File: config.mk
export PLATFORM = sky130hd
export DESIGN_NAME = apb_xfer_sequencer
export DESIGN_NICKNAME = d
export VERILOG_FILES = /design/src/rtl/apb_xfer_sequencer.sv
export SDC_FILE = /design/constraint.sdc
export NUM_CORES = 1
export LEC_CHECK = 0
export CORE_MARGIN = 1
export CORE_UTILIZATION = 52
export CTS_BUF_LIST = sky130_fd_sc_hd__clkbuf_4
export DETAILED_ROUTE_END_ITERATION = 6
export GPL_TIMING_DRIVEN = 0
export HOLD_SLACK_MARGIN = 0.12
export PLACE_DENSITY = 0.88
export SYNTH_ARGS = -nofsm -noshare
export SYNTH_HDL_FRONTEND = slang
export SYNTH_SLANG_ARGS = --single-unit
File: constraint.sdc
create_clock -name HCLK -period 2.8 [get_ports HCLK]
set_clock_uncertainty 0.1 [all_clocks]
set_input_delay 0.28 -clock HCLK [delete_from_list [all_inputs] [get_ports HCLK]]
set_output_delay 0.28 -clock HCLK [all_outputs]
set_load 0.005 [all_outputs]
File: src/rtl/apb_xfer_sequencer.sv
`default_nettype none
// +--------------------------------------------------------------------------+
// | apb_xfer_sequencer: splits one AHB request into APB beats, gathers reads  |
// | Revision: 1.0                                                            |
// +--------------------------------------------------------------------------+
module apb_xfer_sequencer #(
  parameter int AHB_AW  = 32,
  parameter int AHB_DW  = 32,
  parameter int APB_AW  = 32,
  parameter int APB_DW  = 8,
  parameter int TIMEOUT = 16
) (
  input  logic              HCLK,
  input  logic              HRESET,
  input  logic              i_start,
  input  logic [AHB_AW-1:0] i_HADDR,
  input  logic [2:0]        i_HSIZE,
  input  logic              i_HWRITE,
  input  logic [AHB_DW-1:0] i_HWDATA,
  output logic [APB_AW-1:0] PADDR,
  output logic              PSEL,
  output logic              PENABLE,
  output logic              PWRITE,
  output logic [APB_DW-1:0] PWDATA,
  input  logic [APB_DW-1:0] PRDATA,
  input  logic              PREADY,
  input  logic              PSLVERR,
  output logic              o_busy,
  output logic              o_done,
  output logic              o_error,
  output logic              o_timeout,
  output logic [AHB_DW-1:0] o_rdata
);

  localparam int c_BPB  = APB_DW / 8;
  localparam int c_BSH  = $clog2(c_BPB);
  localparam int c_MAXB = AHB_DW / APB_DW;
  localparam int c_BW   = (c_MAXB > 1) ? $clog2(c_MAXB) : 1;
  localparam int c_CW   = (TIMEOUT > 1) ? $clog2(TIMEOUT) : 1;
  localparam logic [c_CW-1:0] c_TO_LAST = c_CW'((TIMEOUT > 0) ? TIMEOUT - 1 : 0);

  typedef enum logic [1:0] {
    S_IDLE   = 2'd0,
    S_SETUP  = 2'd1,
    S_ACCESS = 2'd2,
    S_DONE   = 2'd3
  } state_t;

  state_t              r_state;
  state_t              w_next;
  logic [c_BW-1:0]     r_beat;
  logic [c_BW-1:0]     r_last;
  logic [c_CW-1:0]     r_cnt;
  logic [APB_AW-1:0]   r_paddr;
  logic [AHB_DW-1:0]   r_wsh;
  logic                r_pwrite;
  logic                r_psel;
  logic                r_penable;
  logic                r_busy;
  logic                r_done;
  logic                r_err;
  logic                r_to;
  logic [AHB_DW-1:0]   r_rdata;

  logic [1:0]          w_size;
  logic [c_BW-1:0]     w_last;
  logic [c_BW-1:0]     w_beat_nxt;
  logic [c_CW-1:0]     w_cnt_nxt;
  logic                w_accept;
  logic                w_advance;
  logic                w_capture;
  logic                w_set_err;
  logic                w_set_to;

  // Beats per request = access bytes / APB bytes, never below one.
  assign w_size = (i_HSIZE > 3'd2) ? 2'd2 : i_HSIZE[1:0];
  assign w_last = (int'(w_size) > c_BSH) ? c_BW'((1 << (int'(w_size) - c_BSH)) - 1) : '0;

  always_ff @(posedge HCLK) begin
    if (HRESET) r_state <= S_IDLE;
    else        r_state <= w_next;
  end

  always_comb begin
    w_next     = r_state;
    w_beat_nxt = r_beat;
    w_cnt_nxt  = r_cnt;
    w_accept   = 1'b0;
    w_advance  = 1'b0;
    w_capture  = 1'b0;
    w_set_err  = 1'b0;
    w_set_to   = 1'b0;
    case (r_state)
      S_IDLE: begin
        if (i_start) begin
          w_accept   = 1'b1;
          w_next     = S_SETUP;
          w_beat_nxt = '0;
          w_cnt_nxt  = '0;
        end
      end
      S_SETUP: begin
        w_next    = S_ACCESS;
        w_cnt_nxt = '0;
      end
      S_ACCESS: begin
        if (PREADY) begin
          w_capture = 1'b1;
          if (PSLVERR) begin
            w_set_err = 1'b1;
            w_next    = S_DONE;
          end else if (r_beat == r_last) begin
            w_next = S_DONE;
          end else begin
            w_advance  = 1'b1;
            w_beat_nxt = r_beat + 1'b1;
            w_next     = S_SETUP;
          end
        end else if ((TIMEOUT != 0) && (r_cnt == c_TO_LAST)) begin
          w_set_err = 1'b1;
          w_set_to  = 1'b1;
          w_next    = S_DONE;
        end else begin
          w_cnt_nxt = r_cnt + 1'b1;
        end
      end
      S_DONE: begin
        w_next = S_IDLE;
      end
      default: begin
        w_next = S_IDLE;
      end
    endcase
  end

  // APB/status outputs are registered from the next state so they line up with it.
  always_ff @(posedge HCLK) begin
    if (HRESET) begin
      r_beat    <= '0;
      r_last    <= '0;
      r_cnt     <= '0;
      r_paddr   <= '0;
      r_wsh     <= '0;
      r_pwrite  <= 1'b0;
      r_psel    <= 1'b0;
      r_penable <= 1'b0;
      r_busy    <= 1'b0;
      r_done    <= 1'b0;
      r_err     <= 1'b0;
      r_to      <= 1'b0;
      r_rdata   <= '0;
    end else begin
      r_psel    <= (w_next == S_SETUP) || (w_next == S_ACCESS);
      r_penable <= (w_next == S_ACCESS);
      r_busy    <= (w_next != S_IDLE);
      r_done    <= (w_next == S_DONE);
      r_beat    <= w_beat_nxt;
      r_cnt     <= w_cnt_nxt;
      if (w_accept) begin
        r_paddr  <= i_HADDR[APB_AW-1:0];
        r_wsh    <= i_HWDATA;
        r_pwrite <= i_HWRITE;
        r_last   <= w_last;
        r_err    <= 1'b0;
        r_to     <= 1'b0;
        r_rdata  <= '0;
      end
      if (w_advance) begin
        r_paddr <= r_paddr + APB_AW'(c_BPB);
        r_wsh   <= r_wsh >> APB_DW;
      end
      if (w_set_err) r_err <= 1'b1;
      if (w_set_to)  r_to  <= 1'b1;
      if (w_capture && !r_pwrite) begin
        for (int i = 0; i < c_MAXB; i++) begin
          if (int'(r_beat) == i) r_rdata[i*APB_DW +: APB_DW] <= PRDATA;
        end
      end
    end
  end

  assign PADDR     = r_paddr;
  assign PSEL      = r_psel;
  assign PENABLE   = r_penable;
  assign PWRITE    = r_pwrite;
  assign PWDATA    = r_wsh[APB_DW-1:0];
  assign o_busy    = r_busy;
  assign o_done    = r_done;
  assign o_error   = r_err;
  assign o_timeout = r_to;
  assign o_rdata   = r_rdata;

endmodule
`default_nettype wire

* After elaboration in Yosys (flattened, before gate mapping)
Cells that the tools add are included.
Word-level totals: bits in latches 0, flip-flop bits (word level) 113, memories kept 0, output and inout bits 79, bits in read-only memories 0, logic and storage cells 97, memory bits (writable) 0
Operators by class: magnitude comparators 2, shift operators 1, add/sub/neg operators 4, multiplexer cells 44, bitwise logic cells 0, div/mod/pow operators 0, reduce and logical (&&, ||, !) cells 14, equal/unequal tests 17, multiply operators 0
Operators with widths (number):
- two-way mux 32 bit | 4
- two-way mux 24 bit | 2
- adder 32 x 1 -> 32 bit (second input constant) | 1
- two-way mux 8 bit | 4
- two-way mux 2 bit | 11
- two-way mux 1 bit | 17
- == test 2 bit (second input constant) | 6
- two-way mux 4 bit | 3
- inequality test 2 bit (second input constant) | 6
- case mux 4 bit (3 select lines) | 1
- nonzero test 2 bit | 5
- case mux 2 bit (4 select lines) | 1
- == test 2 x 1 -> 1 bit (second input constant) | 3
- AND reduction 5 bit | 1
- adder 4 x 1 -> 4 bit (second input constant) | 1
- == test 4 bit (second input constant) | 1
- zero test 2 bit | 2
- case mux 2 bit (2 select lines) | 1
- AND reduction 4 bit | 1
- greater-than comparator 3 x 2 -> 1 bit (second input constant) | 1
- nonzero test 3 bit | 1
- adder 2 x 1 -> 2 bit (second input constant) | 1
- == test 2 bit | 1
- greater-than comparator 2 x 1 -> 1 bit (second input constant) | 1
- other kinds (6) | 6

* Longest topological paths before layout
Gate-level depths: netlist (run 1).
depth in word-level cells 7, depth in mapped cells 8, mapped depth without buffers 7

* Worst setup path before layout (run 1)
Ideal clock, no wire load.
kind reg-to-reg, from register r_paddr[0] (netlist: PADDR[0]), to register r_paddr[18] (netlist: PADDR[18]), arrival 1.669 ns, period minus slack after synthesis 1.843 ns, required time 2.626 ns, library setup time 0.074 ns, cell stages (with the launch flop) 8, setup slack 0.957 ns, cells stage by stage dfxtp_1 -> ha_1 -> nand3_1 -> nor3_2 -> buf_4 -> nand2_1 -> or4_1 -> a31oi_1
Between the ends: word-level cells in the longest chain between the ends 2
RTL lines:
- start: declaration | line 54 | logic [APB_AW-1:0] r_paddr;
- start signal: assignment | line 160 | r_paddr <= i_HADDR[APB_AW-1:0];
- start signal: assignment | line 169 | r_paddr <= r_paddr + APB_AW'(c_BPB);
- adder 32 x 1 -> 32 bit | line 169
- two-way mux 32 bit | line 168 | if (w_advance) begin
Every way passes these cells. A chain may end at the register's enable or synchronous reset.

* Worst setup path after layout (run 1)
from register r_state[0], to register r_paddr[24] (netlist: PADDR[24])
Between the ends: word-level cells in the longest chain between the ends 3, elaborated cells on any way between the ends 6, classes of those cells eq/ne: 1; mux: 3; reduce/logical: 2
RTL lines:
- start: declaration | line 49 | state_t r_state;
- start signal: assignment | line 81 | else r_state <= w_next;
- == test 2 bit or zero test 2 bit (tied branches) | line 93 | case (r_state)
- two-way mux 1 bit | line 93
- two-way mux 32 bit or nonzero test 2 bit (tied branches)
Parallel ways exist; a longest one is shown, timed or not.

==> results of run 1 <==
## through the flow
step	utilization	hold slack, ns	setup TNS [ns]
floorplan	-	0.316	0
global placement	0.732	0.342	-0.0346
detailed placement	0.732	0.347	-0.190
CTS	0.764	0.164	0
global route	0.764	0.192	0
finish	0.764	0.180	0
## state kept, by name (all words and copies together), names as in the netlist, 2 cells and up
signal   flops
PADDR       32
r_last       2
r_state      2
o_rdata     32
r_beat       2
r_wsh       32
r_cnt        4
## where the power goes
part | total, uW | internal [uW] | switching, uW
clock network | 1250 | 550 | 702
registers | 1770 | 1690 | 81.9
logic | 584 | 301 | 283
## path summary, 6_finish.rpt
kind / end / start / slack [ns]
setup / recovery: PADDR[24] / r_state[0] / 0.19
hold / removal: r_wsh[27] / i_HWDATA[27] / 0.18
setup reg to reg: PADDR[24] / r_state[0] / 0.19
hold reg to reg: r_wsh[27] / r_wsh[27] / 0.36
## layer usage
metal	up-vias	track usage	part of all wire
met5	-	0	0
met4	0	0.147	0.029
met3	41	0.0735	0.091
met2	309	0.551	0.48
met1	2609	0.405	0.40
li1	2627	-	-
## final cells by class
class,count,area [um2],area share
plain buffers,53,249,0.0350
clock buffers,18,135,0.0190
clock inverters,14,156,0.0220
inverters,10,37.5,0.00527
multi-input cells,452,2530,0.355
flip-flops and latches,113,2260,0.318
well taps,129,161,0.0227
repair buffers,159,1590,0.223
## cell usage in the layout (no fill, tap or decap), types with 9 or more instances in the layout
| master | n |
|---|---|
| nor2_1 | 21 |
| nor3_1 | 10 |
| a31oi_1 | 15 |
| clkbuf_4 | 18 |
| inv_1 | 10 |
| clkdlybuf4s50_1 | 159 |
| a22oi_1 | 26 |
| dfxtp_1 | 113 |
| buf_4 | 11 |
| nand3_1 | 49 |
| a21oi_1 | 97 |
| nand2_1 | 111 |
| clkbuf_1 | 29 |
| nand4_1 | 11 |
| and3_1 | 10 |
| ha_1 | 9 |
## cells by family after synthesis
group,Yosys count,share of synthesized area
xor gates and xnor gates,4,0.00690
muxes,4,0.00862
adders and majority gates,9,0.0222
buffers and inverters,63,0.0564
and+or+nand+nor,257,0.246
AOI/OAI and AO/OA,178,0.214
DFF,113,0.446
## worst max-delay path: stages (launching register included)
cell and delay (ns):
dfxtp_1 0.37, nand2b_1 0.19, nor2_1 0.42, clkbuf_1 0.61
buf_1 0.50, nand2_1 0.18, a31oi_1 0.15
==> results.toml, run 1 <==
[outcome]
status = "complete, no violations"

[synthesis]
synth_seq_area_share = 0.446
synth_edf_count = 0
syn_nets = 718
synth_area_mm2 = 0.00508
synth_common_cells = "dfxtp_1 (113), nand2_1 (111), a21oi_1 (97)"
synth_area_leaders = "dfxtp_1 (45%), a21oi_1 (9.6%), nand2_1 (8.2%), nand3_1 (4.8%), a22oi_1 (3.8%)"
synth.distinct_cells = 49
yosys.area.top_type = "dfxtp_1"
yosysWarnings = 0
ys_seq_elements = 113
synth_top_area_share = 0.446
synth.most_common_cell = "dfxtp_1"
async_reset_ff_frac = 0
ys.flop_type = "dfxtp_1"
syn_inst = 628
syn_avg_cell_area_um2 = 8.08

[clock_tree]
clkSinkCount = 113
clock_latency_ns = 0.54
cts_max_level = 4
root_buffer = "clkbuf_4"
postCtsSetupBuffers = 0
clk_pin_slew_worst_paths_ns = 0.13
cts_resized = 0
hold_buffers = 0
tritoncts = "yes"
cts_made_buffers = 17
clockBufferDepth = 2

[layout]
fin_cells = 948
fill_cells = 728
nets = 896
final_cell_area_mm2 = 0.00712
drive_above_1_share = 0.0745
area_growth_pct = 40.3
n_antenna_cell = 0

[placement]
place_hpwl_um = 12000
place_area_mm2 = 0.00683
globalplace.congestion = 0.928
numPortBuffers = 159
dp_slack_ns = -0.0816
dp.cells = 916

[grt]
grt-ovfl-total = 0
grt_pass1_vias = 5374
grt_usage = 0.329
grt_pass1_wl_um = 25900
antenna_found_initial = 0
grt_max_degree = 17

[worst_setup_path]
arrival_ns = 2.96
end_kind = "flop"
rr_worst_depth = 6
critPathRequiredTime_ns = 3.15
path_max_fanout = 10
startpoint_type = "flop"
crit_type = "flop to flop"

[sta]
final_max_slew_viol_count = 0
period_share = 0.933
finalSetupViolations = 0
slew_headroom = 0.525
finalHoldViolations = 0
timing.fmax_mhz = 383
setup_ws_ns = 0.187
rsz0062_at_grt = "no"
post-route-min-period_ns = 2.61
tightest_slew_ns = 0.712

[pwr]
vdd_drop_max_mv = 0.325
total_leakage_power_uw = 0.00244
power_density_mw_per_mm2 = 507
total_power_uw = 3610

[die]
initial_core_util = 0.544
coreArea_mm2 = 0.00933
die_h_um = 101
rows = 35
die_area_mm2 = 0.0102
fp.dieW_um = 101
pin_count = 160

[routing]
vias = 5586
drc = 0
wire_per_inst_um = 17.0
viasPerCell = 5.89
wl_um = 16200
drt_pre_antenna_iters = 5
drt_iter0_markers = 328
detail-route-antenna-nets = 0

[run]
drv_cap = 0

[min_path]
hold_depth = 3
min_path_type = "primary input to flop"
Note: power is estimated with default switching activity, not from simulation.
==> run 2, diff against run 1 <==
--- a/config.mk
+++ b/config.mk
@@ -11,7 +11,8 @@
 export DETAILED_ROUTE_END_ITERATION = 6
 export GPL_TIMING_DRIVEN = 0
 export HOLD_SLACK_MARGIN = 0.12
-export PLACE_DENSITY = 0.88
+export PLACE_DENSITY = 0.95
+export SLEW_MARGIN = 20
 export SYNTH_ARGS = -nofsm -noshare
 export SYNTH_HDL_FRONTEND = slang
 export SYNTH_SLANG_ARGS = --single-unit
==> results.toml, run 2 (same netlist as run 1, synthesis figures left out) <==
[die]
fp.dieW_um = 101
die_h_um = 101
pin_count = 160
die_area_mm2 = 0.0102
coreArea_mm2 = 0.00933
initial_core_util = 0.544
rows = 35

[clock_tree]
clockBufferDepth = 2
clock_latency_ns = 0.53
cts_max_level = 4
root_buffer = "clkbuf_4"
tritoncts = "yes"
postCtsSetupBuffers = 0
clkSinkCount = 113
clk_pin_slew_worst_paths_ns = 0.12
cts_made_buffers = 17
hold_buffers = 0
cts_resized = 0

[routing]
viasPerCell = 6.12
wl_um = 17000
drc = 0
wire_per_inst_um = 18.0
vias = 5805
detail-route-antenna-nets = 0
drt_pre_antenna_iters = 7
drt_iter0_markers = 395

[grt]
grt_pass1_vias = 5525
antenna_found_initial = 0
grt-ovfl-total = 0
grt_max_degree = 17
grt_usage = 0.340
grt_pass1_wl_um = 26800

[layout]
final_common_cell = "clkdlybuf4s50_1"
area_growth_pct = 40.9
nets = 896
drive_above_1_share = 0.0745
fill_cells = 669
n_antenna_cell = 0
mostFrequentLayoutCells = "clkdlybuf4s50_1 (159), dfxtp_1 (113), nand2_1 (111)"

[pwr]
vdd_drop_max_mv = 0.437
total_power_uw = 3750
total_leakage_power_uw = 0.00246
power_density_mw_per_mm2 = 525

[sta]
finalSetupTns_ns = 0
hold_slack_ns = 0.176
finalHoldViolations = 0
finalSetupViolations = 0
slew_headroom = 0.559
post-route-min-period_ns = 2.45
rsz0062_at_grt = "no"
final_max_slew_viol_count = 0
period_share = 0.876
tightest_slew_ns = 0.661
timing.fmax_mhz = 408

[worst_setup_path]
reg2reg_setup_slack_ns = 0.35
end_kind = "flop"
arrival_ns = 2.81
path_max_fanout = 10
critPathRequiredTime_ns = 3.15
crit_type = "flop to flop"
startpoint_type = "flop"

[placement]
globalplace.congestion = 0.973
numPortBuffers = 159
place_hpwl_um = 12400

[outcome]
status = "complete, no violations"

[min_path]
min_path_type = "primary input to flop"

[run]
drv_cap = 0
-- run 2: cell count changes in the layout (fill, tap and decap cells not counted) --
cell and change:
clkinv_2 -1, clkinvlp_4 -2, inv_8 +1, inv_6 +5
bufinv_16 +1, clkinv_4 -3, clkbuf_4 -1
-- run 2: stage by stage --
stage               setup slack [ns]  instance area, um2  std cells   util
CTS                            0.391                7150        948  0.767
finish                         0.346                7150        948  0.767
floorplan                      0.957                5080        628      -
detailed placement            0.0524                6830        916  0.732
global route                   0.201                7150        948  0.767
global placement               0.108                6830        916  0.732
-- run 2: worst max-delay path, stage by stage, from the launching register on --
cell	delay [ns]
dfxtp_1	0.37
nand2b_1	0.19
nor2_1	0.40
clkbuf_1	0.50
buf_1	0.46
nand2_1	0.19
a31oi_1	0.18
-- run 2: final timing paths --
kind,start,end,cells past startpoint
worst min-delay path,i_HADDR[16],PADDR[16],3
worst max-delay path,r_state[0],PADDR[21],6
worst min register to register,r_wsh[2],r_wsh[2],2
worst max register to register,r_state[0],PADDR[21],6
-- run 2: where the power goes --
group	switching [uW]	total, uW	internal, uW
Sequential	84.4	1780	1690
Clock	734	1380	648
Combinational	293	595	301
-- run 2: cell type report --
| class | instances | area, um2 | area share |
|---|---|---|---|
| Multi-Input combinational cell | 452 | 2530 | 0.354 |
| Clock inverter | 15 | 195 | 0.0273 |
| Sequential cell | 113 | 2260 | 0.316 |
| Timing Repair Buffer | 159 | 1590 | 0.222 |
| Clock buffer | 17 | 128 | 0.0178 |
| Buffer | 53 | 249 | 0.0348 |
| Inverter | 10 | 37.5 | 0.00525 |
| Tap cell | 129 | 161 | 0.0226 |
-- run 2: metal layers --
| layer | part of all wire | GRT usage | vias to the layer above | wire, um |
|---|---|---|---|---|
| li1 | - | - | 2632 | - |
| met1 | 0.38 | 0.400 | 2714 | 6430 |
| met2 | 0.49 | 0.581 | 381 | 8300 |
| met3 | 0.093 | 0.0700 | 78 | 1580 |
| met4 | 0.042 | 0.183 | 0 | 720 |
| met5 | 0 | 0 | - | 0 |
==> run 3, diff against run 2 <==
--- a/config.mk
+++ b/config.mk
@@ -6,12 +6,12 @@
 export NUM_CORES = 1
 export LEC_CHECK = 0
 export CORE_MARGIN = 1
-export CORE_UTILIZATION = 52
+export CORE_UTILIZATION = 47
 export CTS_BUF_LIST = sky130_fd_sc_hd__clkbuf_4
 export DETAILED_ROUTE_END_ITERATION = 6
 export GPL_TIMING_DRIVEN = 0
 export HOLD_SLACK_MARGIN = 0.12
-export PLACE_DENSITY = 0.95
+export PLACE_DENSITY = 0.89
 export SLEW_MARGIN = 20
 export SYNTH_ARGS = -nofsm -noshare
 export SYNTH_HDL_FRONTEND = slang
==> constraint.sdc (replaced) <==
create_clock -name HCLK -period 2.8 [get_ports HCLK]
set_clock_uncertainty 0.1 [all_clocks]
set_input_delay 0.56 -clock HCLK [delete_from_list [all_inputs] [get_ports HCLK]]
set_output_delay 0.56 -clock HCLK [all_outputs]
set_load 0.005 [all_outputs]
==> results.toml, run 3 (same netlist as run 1, synthesis figures left out) <==
[worst_setup_path]
critPathRequiredTime_ns = 3.12
arrival_ns = 2.92
crit_type = "primary input to flop"
end_kind = "flop"
startpoint_type = "primary input"
path_max_fanout = 10

[clock_tree]
cts_resized = 0
clockBufferDepth = 2
hold_buffers = 0
cts_made_buffers = 17
clk_pin_slew_worst_paths_ns = 0.10
root_buffer = "clkbuf_4"
cts_max_level = 4
clkSinkCount = 113
clock_latency_ns = 0.49
postCtsSetupBuffers = 0
tritoncts = "yes"

[die]
coreArea_mm2 = 0.0104
initial_core_util = 0.487
rows = 37
die_h_um = 106
pin_count = 160
fp.dieW_um = 106
die_area_mm2 = 0.0112

[layout]
final_common_cell = "clkdlybuf4s50_1"
fill_cells = 878
nets = 896
drive_above_1_share = 0.0745
mostFrequentLayoutCells = "clkdlybuf4s50_1 (159), dfxtp_1 (113), nand2_1 (111)"
area_growth_pct = 40.7
fin_cells = 956
final-seq-area_mm2 = 0.00226
multi_input_area_mm2 = 0.00253

[routing]
wire_per_inst_um = 17.0
maxUsedRoutingLayer = "met4"
wl_met2_um = 7720
drt-met1-wl_um = 6720
drc = 0
met3_length_um = 1370
viasPerCell = 5.85
drt_pre_antenna_iters = 5
wl_um = 16200
drt_iter0_markers = 409
detail-route-antenna-nets = 0
vias = 5592

[pwr]
vdd_drop_max_mv = 0.297
power_density_mw_per_mm2 = 511
total_power_uw = 3650
total_leakage_power_uw = 0.00246

[sta]
rsz0062_at_grt = "no"
period_share = 0.929
finalSetupViolations = 0
tightest_slew_ns = 0.633
slew_headroom = 0.578
finalHoldViolations = 0
post-route-min-period_ns = 2.60
timing.fmax_mhz = 384
final_max_slew_viol_count = 0

[grt]
grt_pass1_wl_um = 25800
grt-ovfl-total = 0
grt_usage = 0.290
grt_max_degree = 17
antenna_found_initial = 1
grt_pass1_vias = 5251

[outcome]
status = "complete, no violations"

[run]
drv_cap = 0

[placement]
numPortBuffers = 159
dp.cells = 923
place_hpwl_um = 12000
globalplace.congestion = 0.941

[min_path]
min_path_type = "flop to flop"
==> run 3: changes by cell type in the layout (fill, tap and decap cells not counted) <==
cell | previous run | this run
inv_6 | 8 | 2
clkinvlp_4 | 2 | 1
clkinv_4 | 1 | 3
diode_2 | 0 | 1
clkbuf_4 | 17 | 19
inv_8 | 1 | 0
clkinv_2 | 0 | 4
==> run 3: power by group <==
part,internal [uW],switching (uW),total (uW),leakage [uW]
logic,301,283,584,0.00137
registers,1690,83.4,1780,0.000922
clock network,643,648,1290,0.000167
==> run 3: final cells by class <==
| cell class | count | area share |
|---|---|---|
| antenna | 1 | 0.000350 |
| timing repair buffer | 159 | 0.223 |
| clock inverter | 13 | 0.0226 |
| multi-input combinational | 452 | 0.354 |
| sequential | 113 | 0.317 |
| buffer | 53 | 0.0348 |
| inverter | 10 | 0.00525 |
| tap | 136 | 0.0238 |
| clock buffer | 19 | 0.0200 |
==> run 3: metrics by stage <==
step | cell area (um2) | utilization | worst slack (ns) | hold slack, ns | TNS [ns]
after floorplan | 5080 | - | 0.879 | 0.336 | 0
after global placement | 6840 | 0.657 | -0.216 | 0.342 | -2.89
after detailed placement | 6840 | 0.657 | -0.224 | 0.348 | -3.56
after CTS | 7140 | 0.686 | 0.280 | 0.363 | 0
after global routing | 7150 | 0.686 | 0.0956 | 0.373 | 0
final | 7150 | 0.686 | 0.199 | 0.362 | 0
==> run 3: worst paths after layout <==
| check | slack [ns] | cells after the start | startpoint | end |
|---|---|---|---|---|
| min | 0.36 | 2 | r_wsh[15] | r_wsh[15] |
| max reg2reg | 0.33 | 6 | r_state[0] | PADDR[25] |
| min reg2reg | 0.36 | 2 | r_wsh[15] | r_wsh[15] |
| max | 0.20 | 7 | i_start | PADDR[25] |
==> run 3: worst max-delay path, cell delays in order <==
cell and delay [ns]:
clkdlybuf4s50_1 0.52, nand2b_1 0.10, nor2_1 0.44, clkbuf_1 0.46
buf_1 0.54, nand2_1 0.15, a31oi_1 0.15
==> run 3: metal layers <==
metal  vias up  track usage
met5         -            0
met4         0        0.109
met1      2596        0.365
met3        39       0.0723
li1       2630            -
met2       327        0.479
